`config.mk`:
```
export PLATFORM = sky130hd
export DESIGN_NAME = inst_axi_bridge
export DESIGN_NICKNAME = d
export VERILOG_FILES = /design/src/rtl/inst_axi_bridge.sv
export SDC_FILE = /design/constraint.sdc
export NUM_CORES = 1
export LEC_CHECK = 0
export ABC_CLOCK_PERIOD_IN_PS = 1900
export BUFFER_PORTS_ARGS = -buffer_cell sky130_fd_sc_hd__buf_2
export CAP_MARGIN = 10
export CELL_PAD_IN_SITES_DETAIL_PLACEMENT = 1
export CELL_PAD_IN_SITES_GLOBAL_PLACEMENT = 1
export CORE_ASPECT_RATIO = 0.5
export CORE_MARGIN = 1.5
export CORE_UTILIZATION = 34
export CTS_CLUSTER_DIAMETER = 60
export DETAILED_ROUTE_END_ITERATION = 10
export PLACE_DENSITY = 0.8
export RECOVER_POWER = 25
export SLEW_MARGIN = 20
export SYNTH_ARGS = -nofsm -noshare
export SYNTH_HDL_FRONTEND = slang
export SYNTH_SLANG_ARGS = --single-unit
```
`constraint.sdc`:
```
create_clock -name clk -period 1.9 [get_ports clk]
set_clock_uncertainty 0.1 [all_clocks]
set_input_delay 0.285 -clock clk [delete_from_list [all_inputs] [get_ports clk]]
set_output_delay 0.285 -clock clk [all_outputs]
set_load 0.01 [all_outputs]
```
`src/rtl/inst_axi_bridge.sv`:
```
// inst_axi_bridge: one-entry instruction buffer in front of an AXI-Lite read master for the core fetch stage.
// Latency: a hit returns data combinationally; a miss needs at least 3 cycles (miss, AR, R) and hits in the 4th.
// Backpressure: stall_req_o holds the core while AR waits on m_arready and R waits on m_rvalid; one read outstanding.
//
// Ports:
//   clk, rst              clock, synchronous active-high reset
//   rom_ce_i, rom_addr_i  fetch request from the PC stage
//   rom_data_o            instruction word (0/NOP unless the buffer hits)
//   stall_req_o           fetch not satisfied this cycle
//   m_ar*, m_r*           AXI-Lite read address / read data channels
//   err_o                 sticky bus-error flag
// Option: define INST_BRIDGE_RESP_CHECK_EN to turn a non-OKAY rresp into a zero fill plus sticky err_o;
//         without it rresp is ignored and err_o is tied low.
module inst_axi_bridge #(
   parameter int ADDR_WIDTH = 32,
   parameter int DATA_WIDTH = 32
) (
   input  logic                  clk,
   input  logic                  rst,
   input  logic                  rom_ce_i,
   input  logic [ADDR_WIDTH-1:0] rom_addr_i,
   output logic [DATA_WIDTH-1:0] rom_data_o,
   output logic                  stall_req_o,
   output logic [ADDR_WIDTH-1:0] m_araddr,
   output logic [2:0]            m_arprot,
   output logic                  m_arvalid,
   input  logic                  m_arready,
   input  logic [DATA_WIDTH-1:0] m_rdata,
   input  logic [1:0]            m_rresp,
   input  logic                  m_rvalid,
   output logic                  m_rready,
   output logic                  err_o
);

   typedef enum logic [1:0] {
      IDLE = 2'd0,
      ADDR = 2'd1,
      DATA = 2'd2
   } state_t;

   state_t                state_q, state_d;
   logic [ADDR_WIDTH-1:0] addr_q, addr_d;
   logic [ADDR_WIDTH-1:0] tag_q, tag_d;
   logic [DATA_WIDTH-1:0] data_q, data_d;
   logic                  vld_q, vld_d;
   logic                  hit;
   logic [DATA_WIDTH-1:0] fill_data;

`ifdef INST_BRIDGE_RESP_CHECK_EN
   logic err_q, err_d;
   logic fill_err;
   assign fill_err  = (m_rresp != 2'b00);
   // A failed read still fills the entry, but with a NOP so the core never executes garbage.
   assign fill_data = fill_err ? '0 : m_rdata;
   assign err_o     = err_q;
`else
   logic unused_rresp;
   assign unused_rresp = ^m_rresp;
   assign fill_data    = m_rdata;
   assign err_o        = 1'b0;
`endif

   // Hits are only honoured in IDLE so the buffer is never read while it is being refilled.
   assign hit         = rom_ce_i & vld_q & (rom_addr_i == tag_q) & (state_q == IDLE);
   assign rom_data_o  = hit ? data_q : '0;
   assign stall_req_o = rom_ce_i & ~hit;
   // addr_q only changes when leaving IDLE, so araddr is stable for the whole AR phase.
   assign m_araddr    = addr_q;
   assign m_arprot    = 3'b100;

   always_comb begin
      state_d   = state_q;
      addr_d    = addr_q;
      tag_d     = tag_q;
      data_d    = data_q;
      vld_d     = vld_q;
`ifdef INST_BRIDGE_RESP_CHECK_EN
      err_d     = err_q;
`endif
      m_arvalid = 1'b0;
      m_rready  = 1'b0;
      case (state_q)
         IDLE: begin
            if (rom_ce_i && !hit) begin
               state_d = ADDR;
               addr_d  = rom_addr_i;
            end
         end
         ADDR: begin
            m_arvalid = 1'b1;
            if (m_arready) begin
               state_d = DATA;
            end
         end
         DATA: begin
            m_rready = 1'b1;
            // The fill completes even if the core dropped rom_ce_i or moved on to another address.
            if (m_rvalid) begin
               state_d = IDLE;
               tag_d   = addr_q;
               data_d  = fill_data;
               vld_d   = 1'b1;
`ifdef INST_BRIDGE_RESP_CHECK_EN
               if (fill_err) begin
                  err_d = 1'b1;
               end
`endif
            end
         end
         default: state_d = IDLE;
      endcase
   end

   always_ff @(posedge clk) begin
      if (rst) begin
         state_q <= IDLE;
         addr_q  <= '0;
         tag_q   <= '0;
         data_q  <= '0;
         vld_q   <= 1'b0;
      end else begin
         state_q <= state_d;
         addr_q  <= addr_d;
         tag_q   <= tag_d;
         data_q  <= data_d;
         vld_q   <= vld_d;
      end
   end

`ifdef INST_BRIDGE_RESP_CHECK_EN
   always_ff @(posedge clk) begin
      if (rst) begin
         err_q <= 1'b0;
      end else begin
         err_q <= err_d;
      end
   end
`endif

endmodule

```
==> flow_summary_export.csv, run 1 <==
group,metric,value,unit
status,status,"finished with violations",
status,failed_checks,"setup timing",
synthesis,synthCells,618,
routing,first_pass_iters,5,
routing,wirelength,19800,µm
critical_path,slowest_delay,0.40,ns
cts,cts_tree,"built",
timing,finalCritPeriodShare,141,%
global_route,grtUsageTotal,23.6,%
critical_path,cp-start-kind,"register",
critical_path,cp-end-kind,"output port",
timing,grt_setup_unrepaired,"true",
critical_path,r2r_start,"tag_q[2]$_SDFFE_PP0P_",
die,boundaryPins,142,
timing,finalSetupViolCount,66,
worst_hold_path,whs_path_depth,3,
critical_path,cp_data_arrival_time,2.30,ns
run,maxCapViolCount,0,
cts,cts_buffers,9,
final_layout,layout.nets,815,
cts,clkLatencyLatePin,0.35,ns
place,dp_hpwl,10500,µm
routing,drt-vias-per-instance,5.72,
cts,ctsHtreeMaxLevel,3,
worst_hold_path,hold_start,"m_rdata[8]",
cts,cts.clk_slew.worst_paths,0.07,ns
die,rows,30,
power,pwr-share-seq,46.6,%
synthesis,netlist_area,4870,µm²
die,die_h,87.7,µm
power,p_int,3.52,mW
timing,fin_hold_ws,0.0676,ns
routing,wire_per_inst,21.1,µm
power,switching_power,1.39,mW
global_route,overflow,0,
power,switching_share,28.4,%
cts,cts.path.max_buffers,2,
critical_path,path_depth,8,
synthesis,syn_avg_cell_area,7.89,µm²
critical_path,crit_end,"rom_data_o[21]",
critical_path,crit_start,"tag_q[6]$_SDFFE_PP0P_",
cts,cts.sinks,99,
timing,clock.fmax,372,MHz
synthesis,synth_cell_types,32,
critical_path,timing.rr.end,"m_araddr[31]$_SDFFE_PP0P_",
critical_path,r2r_cells,7,
final_layout,area_growth,36.8,%
power,power_density,736,nW/µm²
critical_path,path_class,"register to output port",
synthesis,seq_area_frac_synth,40.7,%
power,p_comb_share,15.2,%
timing,slew_headroom,51.3,%
power,power_leakage,2.45,nW
power,ir_drop,0.000422,V
timing,worst_slack,-0.787,ns
routing,ant_nets,0,
critical_path,crit_family,"simple AND/OR/NAND/NOR gates",
routing,via_count,5375,
timing,final-hold-violation-count,0,
synthesis,ys_ff_latch,99,
critical_path,worstPathRequired,1.51,ns
worst_hold_path,min_path_type,"input pin to register",
critical_path,reg2reg_slack,-0.31,ns
final_layout,drive_gt1_share,29.9,%
global_route,grt_max_degree,68,
synthesis,synth_warnings,0,
critical_path,crit_chain,"xor2_1 -> nor4_1 -> nand4_1 -> nor4_4 -> buf_6 -> clkbuf_16 -> and2_1 -> buf_2",
global_route,grt_pass1_wl,27300,µm
routing,drc,0,
critical_path,crit_buf_inv,3,
die,start_util,35.4,%
place,place_congestion,0.807,
timing,worstMarginPinSlew,0.728,ns
routing,drtIter0Drc,470,
critical_path,critical_path.slowest_cell,"nor4_1",
die,die_w,172,µm
timing,finalMaxSlewViolations,0,
global_route,grt_pass1_vias,5294,
final_layout,n_antenna_cell,0,
cts,cts_root_buf,"clkbuf_16",
place,pre_cts_ws,-0.468,ns
die,core_area,13800,µm²
die,dieArea,15100,µm²
timing,fin_crit,2.69,ns
place,io_buffers,135,
critical_path,crit_fanout,8,
global_route,antenna_found_initial,0,
power,power_frac_clock,38.2,%
-- repair_timing --
| action | CTS | global route |
|---|---|---|
| setup buffers | 4 | 3 |
| hold buffers | 0 | 0 |
| gates cloned | 5 | 3 |
| endpoints found under the setup margin | 66 | 66 |
| endpoints found under the hold margin | 0 | 0 |
| pin swaps | 23 | 8 |
| gates resized for setup | 72 | 26 |
-- cell usage after synthesis (all sizes together) --
master	count	area, µm²
a21oi	64	320
a22oi	1	7.51
a32oi	32	280
and2	33	206
buf	14	90.1
clkbuf	46	173
conb	2	7.51
dfxtp	99	1980
inv	2	7.50
nand2	164	616
nand3	3	15.0
nand4	2	18.8
nor2	4	15.0
nor2b	3	18.8
nor3	2	10.0
nor3b	32	240
nor4	14	100
nor4b	1	8.76
nor4bb	1	10.0
o21ai	32	160
o311ai	32	280
o31ai	1	7.51
or2	1	8.76
or3b	1	11.3
xnor2	3	26.3
xor2	29	254
-- cells by family (layout without fill, tap and decap cells) --
group	count (synthesis)	after routing	share of synthesized area [%]
buffers and inverters	62	186	5.54
XOR/XNOR	32	32	5.75
flip-flops	99	99	40.7
AND/OR/NAND/NOR	261	264	26.2
other	2	4	0.154
AO/OA/AOI/OAI	162	162	21.7
-- power by group through the flow --
| stage | clock network, mW | logic, mW | registers, mW |
|---|---|---|---|
| 2_1_floorplan | 0 | 0.328 | 2.34 |
| 3_3_place_gp | 0 | 0.637 | 2.32 |
| 3_5_place_dp | 0 | 0.658 | 2.32 |
| 4_1_cts | 1.89 | 0.706 | 2.28 |
| 5_1_grt | 1.98 | 0.801 | 2.30 |
| 6_report | 1.87 | 0.747 | 2.29 |
-- worst min-delay path by stage --
stage / to
after detailed placement: data_q[13]$_SDFFE_PP0P_
after floorplan: data_q[0]$_SDFFE_PP0P_
after CTS: data_q[8]$_SDFFE_PP0P_
after global routing: data_q[28]$_SDFFE_PP0P_
final: data_q[8]$_SDFFE_PP0P_
after global placement: data_q[26]$_SDFFE_PP0P_
-- per-stage QoR --
stage / cell area (µm²) / cells / power [mW] / setup TNS, ns / util (%)
floorplan: 4910 / 620 / 2.67 / -2.48 / -
global placement: 5820 / 910 / 2.95 / -19.22 / 42.2
detailed placement: 5820 / 910 / 2.98 / -22.56 / 42.2
CTS: 6450 / 933 / 4.87 / -23.32 / 46.9
global route: 6670 / 939 / 5.08 / -37.78 / 48.4
finish: 6670 / 939 / 4.91 / -31.14 / 48.4
-- cells in the final DEF, fill, tap and decap left out, types with 2 or more instances in the layout --
cell type	count
a21oi_1	64
a32oi_1	31
and2_1	29
and2_4	3
buf_12	7
buf_2	108
buf_4	18
buf_6	8
clkbuf_1	24
clkbuf_16	11
clkinvlp_4	3
conb_1	4
dfxtp_1	88
dfxtp_2	10
nand2_1	163
nand3_2	3
nor2_1	4
nor2b_1	3
nor3_2	2
nor3b_1	32
nor4_1	5
nor4_2	4
nor4_4	5
o21ai_0	7
o21ai_1	22
o21ai_2	3
o311ai_1	22
o311ai_2	10
or2_4	4
xnor2_1	2
xor2_1	20
xor2_2	5
xor2_4	4
-- worst register-to-register path, stage by stage, from the launching register on --
cell	delay (ns)
dfxtp_1	0.33
xor2_1	0.27
nor4_2	0.36
nand4_2	0.23
buf_6	0.19
buf_12	0.16
o21ai_0	0.28
o311ai_1	0.15
-- sequential cells by signal (all words and copies together), names as in the netlist --
register / flops
tag_q: 32
vld_q: 1
data_q: 32
m_araddr: 32
state_q: 2
-- per-layer routing --
layer	track usage, %	vias up	routed length [µm]
met3	4.88	84	1360
met2	42.0	272	9500
met5	0	-	0
met1	28.1	2593	8140
li1	-	2426	-
met4	9.57	0	828
-- layout make-up --
type	count	area [µm²]
fillers	1653	7110
multi-input cells	462	3020
flip-flops and latches	99	2000
repair buffers	170	1110
well taps	192	240
clock buffers	10	239
clock inverters	4	52.6
inverters	2	7.51
Power figures use the tool's default switching activity.
==> run 2: changes to the inputs <==
- PLACE_DENSITY: 0.8 -> 0.78
==> run 2 against run 1 <==
Against the previous run: the run still ends with setup timing left; non-clock buffer count increased by 9; utilization increased by 6.1 points; wire length increased by 9.3%; register-to-register slack got worse by 0.29 ns; sequential share of layout area decreased by 3.3 points; maximum frequency increased by 2.1%; critical path type unchanged; largest cell class unchanged; highest routed layer unchanged.
==> flow_summary_export.csv, run 2 (same netlist as run 1, synthesis figures left out) <==
group,metric,value,unit
cts,cts_buffers,9,
cts,postCtsHoldBufs,0,
final_layout,layout_commonest_cell,"nand2_1",
critical_path,worstPathRequired,1.51,ns
global_route,overflow,0,
cts,cts_tree,"built",
die,die_h,87.7,µm
timing,grt_setup_unrepaired,"true",
cts,cts_root_buf,"clkbuf_16",
critical_path,crit_start,"state_q[1]$_SDFFE_PP0P_",
timing,slew_headroom,62.7,%
worst_hold_path,min_path_type,"input pin to register",
worst_hold_path,whs_path_depth,3,
timing,worst_slack,-0.732,ns
final_layout,layout.nets,821,
run,maxCapViolCount,0,
routing,ant_nets,0,
timing,tns,-40.35,ns
critical_path,path_class,"register to output port",
critical_path,cp-start-kind,"register",
global_route,grt_pass1_vias,5153,
routing,via_count,5494,
routing,drc,0,
place,place_congestion,0.753,
status,status,"finished with violations",
final_layout,final_util,54.5,%
cts,ctsHtreeMaxLevel,3,
cts,cts.clk_slew.worst_paths,0.07,ns
worst_hold_path,min_to,"data_q[9]$_SDFFE_PP0P_",
global_route,antenna_found_initial,0,
die,dieArea,15100,µm²
final_layout,area_growth,53.9,%
status,failed_checks,"setup timing",
place,pre_cts_ws,-0.450,ns
critical_path,cp_data_arrival_time,2.25,ns
critical_path,crit_fanout,8,
critical_path,r2r_start,"state_q[1]$_SDFFE_PP0P_",
routing,first_pass_iters,5,
critical_path,timing.rr.end,"m_araddr[11]$_SDFFE_PP0P_",
routing,drt-vias-per-instance,5.80,
worst_hold_path,hold_start,"m_rdata[9]",
place,dp.cells,913,
die,boundaryPins,142,
cts,cts.path.max_buffers,2,
place,io_buffers,135,
global_route,grtUsageTotal,24.3,%
critical_path,cp-end-kind,"output port",
critical_path,reg2reg_slack,-0.60,ns
timing,finalMaxSlewViolations,0,
power,power_density,682,nW/µm²
global_route,grt_max_degree,79,
timing,finalCritPeriodShare,139,%
timing,worstMarginPinSlew,0.560,ns
critical_path,r2r_cells,9,
timing,finalSetupViolCount,66,
cts,clkLatencyLatePin,0.35,ns
final_layout,drive_gt1_share,38.9,%
place,dp_hpwl,10400,µm
timing,clock.fmax,380,MHz
final_layout,most-common-layout-cells,"nand2_1, dfxtp_1, buf_2, a21oi_1, buf_6",
final_layout,n_antenna_cell,0,
die,core_area,13800,µm²
routing,drtIter0Drc,468,
die,die_w,172,µm
power,ir_drop,0.000480,V
power,power.total,5.12,mW
timing,fin_crit,2.63,ns
timing,final-hold-violation-count,0,
global_route,grt_pass1_wl,28200,µm
final_layout,final_cells,947,
cts,cts.sinks,99,
die,start_util,35.4,%
power,power_leakage,3.33,nW
routing,wirelength,21700,µm
routing,wire_per_inst,22.9,µm
die,rows,30,
-- run 2: worst max-delay path, cell delays in order, from the launching register on --
cell     delay (ns)
dfxtp_2        0.33
or3b_4         0.44
nor3_2         0.16
nand2_1        0.12
nor4_4         0.24
buf_6          0.20
buf_8          0.15
and2_1         0.13
buf_2          0.12
-- run 2: repair_timing --
| item | 4_1_cts | 5_1_grt |
|---|---|---|
| pin swaps | 28 | 49 |
| hold endpoints to repair | 0 | 0 |
| endpoints found under the setup margin | 66 | 66 |
| buffers inserted | 7 | 8 |
| gates resized for setup | 96 | 132 |
| cloned | 3 | 5 |
-- run 2: worst max-delay path by stage --
stage                           endpoint  slack (ns)  cells past startpoint
final                     rom_data_o[17]       -0.73                      8
after floorplan            rom_data_o[0]       -0.08                      6
after global placement     rom_data_o[1]       -0.42                      8
after detailed placement   rom_data_o[2]       -0.45                      8
after CTS                  rom_data_o[2]       -0.71                      7
after global routing      rom_data_o[17]       -0.82                      8
-- run 2: layout make-up --
type / instances / area [µm²]
Fill cell: 1588 / 6270
Multi-Input combinational cell: 459 / 3520
Sequential cell: 99 / 2000
Timing Repair Buffer: 179 / 1430
Clock buffer: 12 / 246
Tap cell: 192 / 240
Clock inverter: 4 / 50.0
Inverter: 2 / 7.51
-- run 2: layer usage --
| layer | share of wire (%) | GRT usage (%) |
|---|---|---|
| met2 | 50 | 42.9 |
| met1 | 41 | 29.8 |
| met3 | 5.6 | 4.16 |
| met5 | 0 | 0 |
| met4 | 3.6 | 9.72 |
-- run 2: report_power, final --
group          leakage (nW)  internal [mW]  switching, mW
sequential            0.813           2.18          0.120
clock                 0.139           1.06          0.847
combinational          2.38          0.387          0.528
-- run 2: per-stage QoR --
step	area [µm²]	hold WS (ns)
final	7500	0.0711
after global routing	7500	0.0712
after CTS	6790	0.0677
after detailed placement	5860	0.343
after global placement	5860	0.339
after floorplan	4910	0.321
